[src/rtl/uart_pkg.sv]
// Shared UART types and constants for the receive path.
package uart_pkg;

  typedef enum logic [2:0] {IDLE, START, DATA, STOP, BREAK} rx_state_t;

  localparam logic RX_IDLE_LEVEL = 1'b1;

  // Centre of a bit period in oversample ticks (N/2).
  function automatic int unsigned mid_sample(input int unsigned width);
    return (32'd1 << width) >> 1;
  endfunction

endpackage

[src/rtl/slib_sync2.sv]
// Two-flop synchroniser with asynchronous reset to a configurable level.
module slib_sync2 #(
  parameter logic RESET_VAL = 1'b0
) (
  input  logic CLK,
  input  logic RST,
  input  logic D,
  output logic Q
);

  logic meta;

  always_ff @(posedge CLK or posedge RST) begin
    if (RST) begin
      meta <= RESET_VAL;
      Q    <= RESET_VAL;
    end else begin
      meta <= D;
      Q    <= meta;
    end
  end

endmodule

[src/rtl/uart_rx_sampler.sv]
// UART receive front end: start detection, 3-sample majority vote per bit,
// LSB-first frame assembly with framing-error and break handling.
module uart_rx_sampler
  import uart_pkg::*;
#(
  parameter int unsigned WIDTH     = 4,
  parameter int unsigned DATA_BITS = 8
) (
  input  logic                 CLK,
  input  logic                 RST,
  input  logic                 BAUDCE,
  input  logic                 RXD,
  output logic [DATA_BITS-1:0] DOUT,
  output logic                 DVALID,
  output logic                 FERR,
  output logic                 BUSY
);

  localparam int unsigned MID = mid_sample(WIDTH);
  // cnt holds the value of the previous tick, so a sample "at value v" is
  // taken on the BAUDCE that finds cnt == v-1.
  localparam logic [WIDTH-1:0] CNT_SMP_A = WIDTH'(MID - 2);
  localparam logic [WIDTH-1:0] CNT_SMP_B = WIDTH'(MID - 1);
  localparam logic [WIDTH-1:0] CNT_VOTE  = WIDTH'(MID);
  localparam logic [WIDTH-1:0] CNT_LAST  = '1;
  localparam logic [2:0]       IDX_LAST  = 3'(DATA_BITS - 1);

  function automatic logic majority3(input logic a, input logic b, input logic c);
    return (a & b) | (a & c) | (b & c);
  endfunction

  logic                 rxs;
  rx_state_t            state;
  logic [WIDTH-1:0]     cnt;
  logic [2:0]           idx;
  logic                 smp_a;
  logic                 smp_b;
  logic                 vote;
  logic [DATA_BITS-1:0] shreg;

  slib_sync2 #(.RESET_VAL(RX_IDLE_LEVEL)) u_sync (
    .CLK (CLK),
    .RST (RST),
    .D   (RXD),
    .Q   (rxs)
  );

  assign vote = majority3(smp_a, smp_b, rxs);
  assign BUSY = (state != IDLE);

  always_ff @(posedge CLK or posedge RST) begin
    if (RST) begin
      state  <= IDLE;
      cnt    <= '0;
      idx    <= '0;
      smp_a  <= RX_IDLE_LEVEL;
      smp_b  <= RX_IDLE_LEVEL;
      shreg  <= '0;
      DOUT   <= '0;
      DVALID <= 1'b0;
      FERR   <= 1'b0;
    end else begin
      DVALID <= 1'b0;
      if (BAUDCE) begin
        if (state != IDLE) cnt <= cnt + 1'b1;
        if (cnt == CNT_SMP_A) smp_a <= rxs;
        if (cnt == CNT_SMP_B) smp_b <= rxs;
        case (state)
          IDLE: begin
            if (!rxs) begin
              state <= START;
              cnt   <= '0;
            end
          end
          START: begin
            if (cnt == CNT_VOTE && vote) begin
              state <= IDLE;
            end else if (cnt == CNT_LAST) begin
              state <= DATA;
              idx   <= '0;
            end
          end
          DATA: begin
            if (cnt == CNT_VOTE) shreg <= {vote, shreg[DATA_BITS-1:1]};
            if (cnt == CNT_LAST) begin
              if (idx == IDX_LAST) state <= STOP;
              else                 idx   <= idx + 1'b1;
            end
          end
          STOP: begin
            // Leave at the stop-bit centre so a back-to-back start edge is caught.
            if (cnt == CNT_VOTE) begin
              DOUT   <= shreg;
              DVALID <= 1'b1;
              FERR   <= ~vote;
              state  <= vote ? IDLE : BREAK;
            end
          end
          BREAK: begin
            if (rxs) state <= IDLE;
          end
          default: state <= IDLE;
        endcase
      end
    end
  end

endmodule

[config.mk]
export PLATFORM = sky130hd
export DESIGN_NAME = uart_rx_sampler
export DESIGN_NICKNAME = d
export VERILOG_FILES = /design/src/rtl/uart_pkg.sv /design/src/rtl/slib_sync2.sv /design/src/rtl/uart_rx_sampler.sv
export SDC_FILE = /design/constraint.sdc
export NUM_CORES = 1
export LEC_CHECK = 0
export BUFFER_PORTS_ARGS = -buffer_cell sky130_fd_sc_hd__buf_2
export CAP_MARGIN = 20
export CORE_MARGIN = 2
export CORE_UTILIZATION = 50
export CTS_CLUSTER_SIZE = 10
export DETAILED_ROUTE_END_ITERATION = 10
export GPL_ROUTABILITY_DRIVEN = 0
export PLACE_DENSITY = 0.68
export SYNTH_ARGS = -nofsm -noshare
export SYNTH_HDL_FRONTEND = slang
export SYNTH_SLANG_ARGS = --single-unit
export TNS_END_PERCENT = 1
[constraint.sdc]
create_clock -name CLK -period 5.6 [get_ports CLK]
set_input_delay 0.84 -clock CLK [delete_from_list [all_inputs] [get_ports CLK]]
set_output_delay 0.84 -clock CLK [all_outputs]
set_load 0.01 [all_outputs]
## After elaboration in Yosys (flattened, before gate mapping)

Index checks and enable logic that the tools add are counted.

| storage, ports and cells | value |
|---|---|
| logic and storage cells | 67 |
| output and inout bits | 11 |
| register bits after elaboration | 32 |
| input port bits | 4 |

| cells by class | value |
|---|---|
| muxes and demuxes | 20 |
| eq/ne operators | 18 |
| bitwise logic cells | 6 |
| add/sub/neg operators | 2 |
| reduce and logical (&&, ||, !) cells | 10 |

Operators by type and width:

| cell | count |
|---|---|
| $mux 3 | 12 |
| $pmux 3 s5 | 1 |
| $ne 2x2->1 const B | 7 |
| $mux 4 | 3 |
| $eq 4x3->1 const B | 2 |
| $eq 4x4->1 const B | 2 |
| $reduce_and 7->1 | 1 |
| $eq 3x2->1 const B | 2 |
| $eq 3x3->1 const B | 2 |
| $pmux 3 s2 | 1 |
| $reduce_and 3->1 | 2 |
| $reduce_and 6->1 | 1 |
| $add 4x1->4 const B | 1 |
| $reduce_and 2->1 | 2 |
| $add 3x1->3 const B | 1 |
| $and 1x1->1 | 3 |
| $eq 3x1->1 const B | 1 |
| $logic_not 3->1 | 1 |
| $mux 1 | 3 |
| $ne 3x3->1 const B | 1 |
| $reduce_bool 3->1 | 1 |
| $ne 2x1->1 const B | 1 |
| $or 1x1->1 | 2 |
| $reduce_bool 2->1 | 1 |
| other kinds (2) | 2 |

## Longest topological paths before layout

| depth | value |
|---|---|
| word-level depth | 6 |
| gate-level depth with buffers | 7 |
| gate-level depth less buffers | 6 |

## Modules after synthesis

A second synthesis with hierarchy kept.

| second synthesis, totals | value |
|---|---|
| cell total of the unflattened synthesis | 119 |
| area, all modules | 1490.2 sq um |

Modules (own cells, without submodules):

| module | instances | cells an instance | seq. area each (sq um) | area an instance (sq um) |
|---|---|---|---|---|
| uart_rx_sampler | 1 | 116 | 753.2 | 1433.9 |
| slib_sync2 | 1 | 3 | 52.6 | 56.3 |

## Least setup slack after synthesis

No wires, ideal clock.

| path | value |
|---|---|
| path kind | register to output |
| from | register state[0] |
| to | output BUSY |
| data arrival time | 1.004 ns |
| cell stages (with the launch flop) | 4 |
| required time | 4.760 ns |
| path buffers | 2 |
| setup slack | 3.756 ns |
| path through | dfrtp_1 -> buf_2 -> or3_1 -> clkbuf_1 |

| on the way | value |
|---|---|
| word-level cells in the longest chain between the ends | 1 |

Ends and longest elaborated chain:

| what | RTL line | RTL |
|---|---|---|
| start: declaration | uart_rx_sampler.sv:33 | `rx_state_t state;` |
| start signal: assignment | uart_rx_sampler.sv:96 | `state <= vote ? IDLE : BREAK;` |
| $reduce_bool 3->1 | uart_rx_sampler.sv:49 | `assign BUSY = (state != IDLE);` |
| end: declaration | uart_rx_sampler.sv:16 | `output logic BUSY` |

No other way between the ends.

## Final worst setup path

| path | value |
|---|---|
| from | register cnt[0] |
| to | register shreg[7] |

| on the way | value |
|---|---|
| word-level cells in the longest chain between the ends | 2 |

Ends and longest elaborated chain:

| what | RTL line | RTL |
|---|---|---|
| start: declaration | uart_rx_sampler.sv:34 | `logic [WIDTH-1:0] cnt;` |
| start signal: assignment | uart_rx_sampler.sv:65 | `if (state != IDLE) cnt <= cnt + 1'b1;` |
| $eq 4x4->1 | uart_rx_sampler.sv:84 | `if (cnt == CNT_VOTE) shreg <= {vote, shreg[DATA_BITS-1:1]};` |
| $reduce_and 3->1 (no source line) | - |  |
| end signal: assignment | uart_rx_sampler.sv:84 |  |
| end: declaration | uart_rx_sampler.sv:39 | `logic [DATA_BITS-1:0] shreg;` |

No other way between the ends.
A chain may end at the register's enable or synchronous reset.

==> summary.md <==
| Metric | Value |
|---|---|
| H-tree depth | 2 |
| Clock root cell | clkbuf_4 |
| P_int | 431 uW |
| Post-synthesis sequential area ratio | 53.8% |
| Endpoint class of the critical path | flip-flop |
| Pwr/cell area | 401 nW/um^2 |
| Post-route ant nets | 0 |
| Worst hold path class | reg -> reg |
| Grt ovf | 0 |
| Initial Util | 53.4% |
| Comb power frac | 29.6% |
| Slew @ Worst Pin | 0.909 ns |
| Netlist cell types | 37 |
| Syn Nets | 126 |
| CP top delay family | simple AND/OR/NAND/NOR gates |
| Most common cell after layout, fill and taps aside | dfrtp_1 |
| Failing checks | design-rule violations |
| Syn avg cell area | 12.8 sq um |
| Setup violators final | 0 |
| PnR worst setup slack | 3.23 ns |
| Flop pwr share | 52.4% |
| Crit. Startpoint | cnt[0]$_DFFE_PP0P_ |
| Critical Path, Cell by Cell | inv_1 -> ha_1 -> and3b_1 -> and4b_1 -> nor2b_1 -> mux2_4 |
| GRT Overall Usage | 16.7% |
| Async S/R FF share, synth | 100% |
| Worst EP required | 5.81 ns |
| Final Hold Fails | 0 |
| Routed WL | 2.34 mm |
| Final period util | 42.4% |
| # rows | 19 |
| CTS Hold Bufs | 0 |
| DR DRC count | 3 |
| Setup TNS | 0 ns |
| Arr. time, crit path | 2.58 ns |
| Num Clock Sinks | 32 |
| CTS tree | built |
| Vias/cell | 5.69 |
| P_sw | 227 uW |
| Worst vdd ir | 183 uV |
| Final Instance Area | 1640 sq um |
| Post-DP HPWL | 1.61 mm |
| CP bufs+invs | 1 |
| Max Cap Violations | 0 |
| Unrepaired setup endpoints after global routing | no |
| Worst-path fanout max | 8 |
| Hold_sp | u_sync.meta$_DFF_PP1_ |
| Clock network power share | 18.1% |
| Minimum clock period | 2.37 ns |
| IO Pins | 15 |
| Switching Fraction | 34.5% |
| Die Span Y | 58.7 microns |
| Die area | 3450 sq um |
| Postcts setup bufs | 0 |
| Worst path max stage delay | 0.74 ns |
| Startpoint of the worst register-to-register path | cnt[0]$_DFFE_PP0P_ |
| Initial antenna violation count | 0 |
| Pre-CTS setup slack | 3.13 ns |
| Die W | 58.7 microns |
| Mapped Area | 1500 sq um |
| IO Port Bufs | 14 |
| DR iter-0 viols | 25 |
| CTS max path bufs | 2 |
| Core area | 2810 sq um |
| Final Max Slew Viols | 0 |
| Global-route wire length before repair | 4.22 mm |
| Clock skew | 0.00864 ns |
| P_leak | 0.000823 uW |
| Via count | 945 |
| Startpoint types | flip-flop |
| Vias in the first global route | 929 |
| Max Freq | 0.421 GHz |
| #FFs+latches synth | 32 |
| Largest net degree at the start of global routing | 33 |
| CP max stage cell | nor2b_1 |
| Commonest non-fill, non-tap cells in the layout | dfrtp_1 (28), buf_2 (14), mux2_2 (10) |
| Reg clk slew, reported paths | 0.09 ns |
| Synthesis-to-layout area growth | 9.27% |
| WS Path Type | reg -> reg |
| Mapped Cells | 117 |
| CTS Buf Count | 5 |
| Layout cells sized above 1 | 36.3% |
| Post-synth EDFFs | 0 |
| Worst hold slack | 0.361 ns |
| Resized Gates After CTS | 0 |
| Main synth FF type | dfrtp_1 |
| Wire length per cell | 14.1 microns |
| Worst rel slew slack | 39.3% |
| Antenna fix cells | 0 |
| Ys Warns | 0 |
| Status | finished, violations left |
| Worst-Skew Late Latency | 0.33 ns |
| Post-DP Area | 1590 sq um |
| Nets | 144 |
| DR pass1 iterations | 7 |
## metrics by stage
step	instances	utilization (%)	total power [uW]
2_1_floorplan	117	-	495
3_3_place_gp	159	56.7	529
3_5_place_dp	159	56.7	541
4_1_cts	166	58.3	663
5_1_grt	166	58.3	709
6_report	166	58.3	657
## power by group through the flow
stage | Sequential [uW] | Clock [uW] | Combinational [uW]
2_1_floorplan | 324 | 0 | 171
3_3_place_gp | 344 | 0 | 185
3_5_place_dp | 346 | 0 | 195
4_1_cts | 343 | 124 | 196
5_1_grt | 356 | 133 | 220
6_report | 344 | 119 | 194
## layout make-up
cell class / count / area, sq um
fillers: 244 / 1170
flip-flops and latches: 32 / 806
multi-input cells: 75 / 646
repair buffers: 15 / 77.6
clock buffers: 6 / 41.3
well taps: 31 / 38.8
inverters: 6 / 22.5
clock inverters: 1 / 5.00
## synth_stat cells (all sizes together), types with 4 or more instances
cell type | instances | area (sq um)
a22o | 5 | 45.0
dfrtp | 28 | 701
dfstp | 4 | 105
ha | 5 | 62.6
inv | 6 | 22.5
mux2 | 20 | 255
nand2 | 6 | 25.0
nand3 | 5 | 25.0
nor2 | 5 | 18.8
o21ai | 7 | 35.0
## logic make-up (layout without fill, tap and decap cells)
| kind of cell | Yosys count | after routing | synth area share [%] |
|---|---|---|---|
| adder cells (fa/ha/maj) | 6 | 6 | 4.93 |
| AO/OA/AOI/OAI | 17 | 17 | 8.77 |
| flip-flops | 32 | 32 | 53.8 |
| buffers and inverters | 10 | 28 | 3.09 |
| AND/OR/NAND/NOR | 32 | 32 | 12.4 |
| multiplexers | 20 | 20 | 17.0 |
## worst reg2reg max path, delay by kind of cell, from the launching register on
family | cells | cell delay (ns)
adders and majority gates | 1 | 0.14
and+or+nand+nor | 3 | 1.25
DFF | 1 | 0.43
muxes | 1 | 0.36
buffers and inverters | 1 | 0.11
## worst paths after layout
| check | endpoint | slack [ns] | cells past startpoint |
|---|---|---|---|
| setup / recovery | shreg[7]$_DFFE_PP0P_ | 3.23 | 6 |
| hold / removal | u_sync.Q$_DFF_PP1_ | 0.36 | 0 |
| setup reg to reg | shreg[7]$_DFFE_PP0P_ | 3.23 | 6 |
| hold reg to reg | u_sync.Q$_DFF_PP1_ | 0.36 | 0 |
| max in group asynchronous | smp_b$_DFFE_PP1P_ | 4.71 | 3 |
| min in group asynchronous | DOUT[2]$_DFFE_PP0P_ | 0.57 | 3 |
## routing by layer
metal  track usage, %  up-vias  routed length (microns)
li1                 -      458                        -
met1             19.9      464                     1080
met2             26.8       16                     1120
met3             5.93        7                       97
met4             7.79        0                       45
met5                0        -                        0
## sequential cells by signal, indices dropped and copies added (netlist names)
name,flops
DOUT,8
DVALID,1
FERR,1
cnt,4
idx,3
shreg,8
smp_a,1
smp_b,1
state,3
u_sync.Q,1
u_sync.meta,1
No activity file was read; power rests on OpenSTA's default activity.
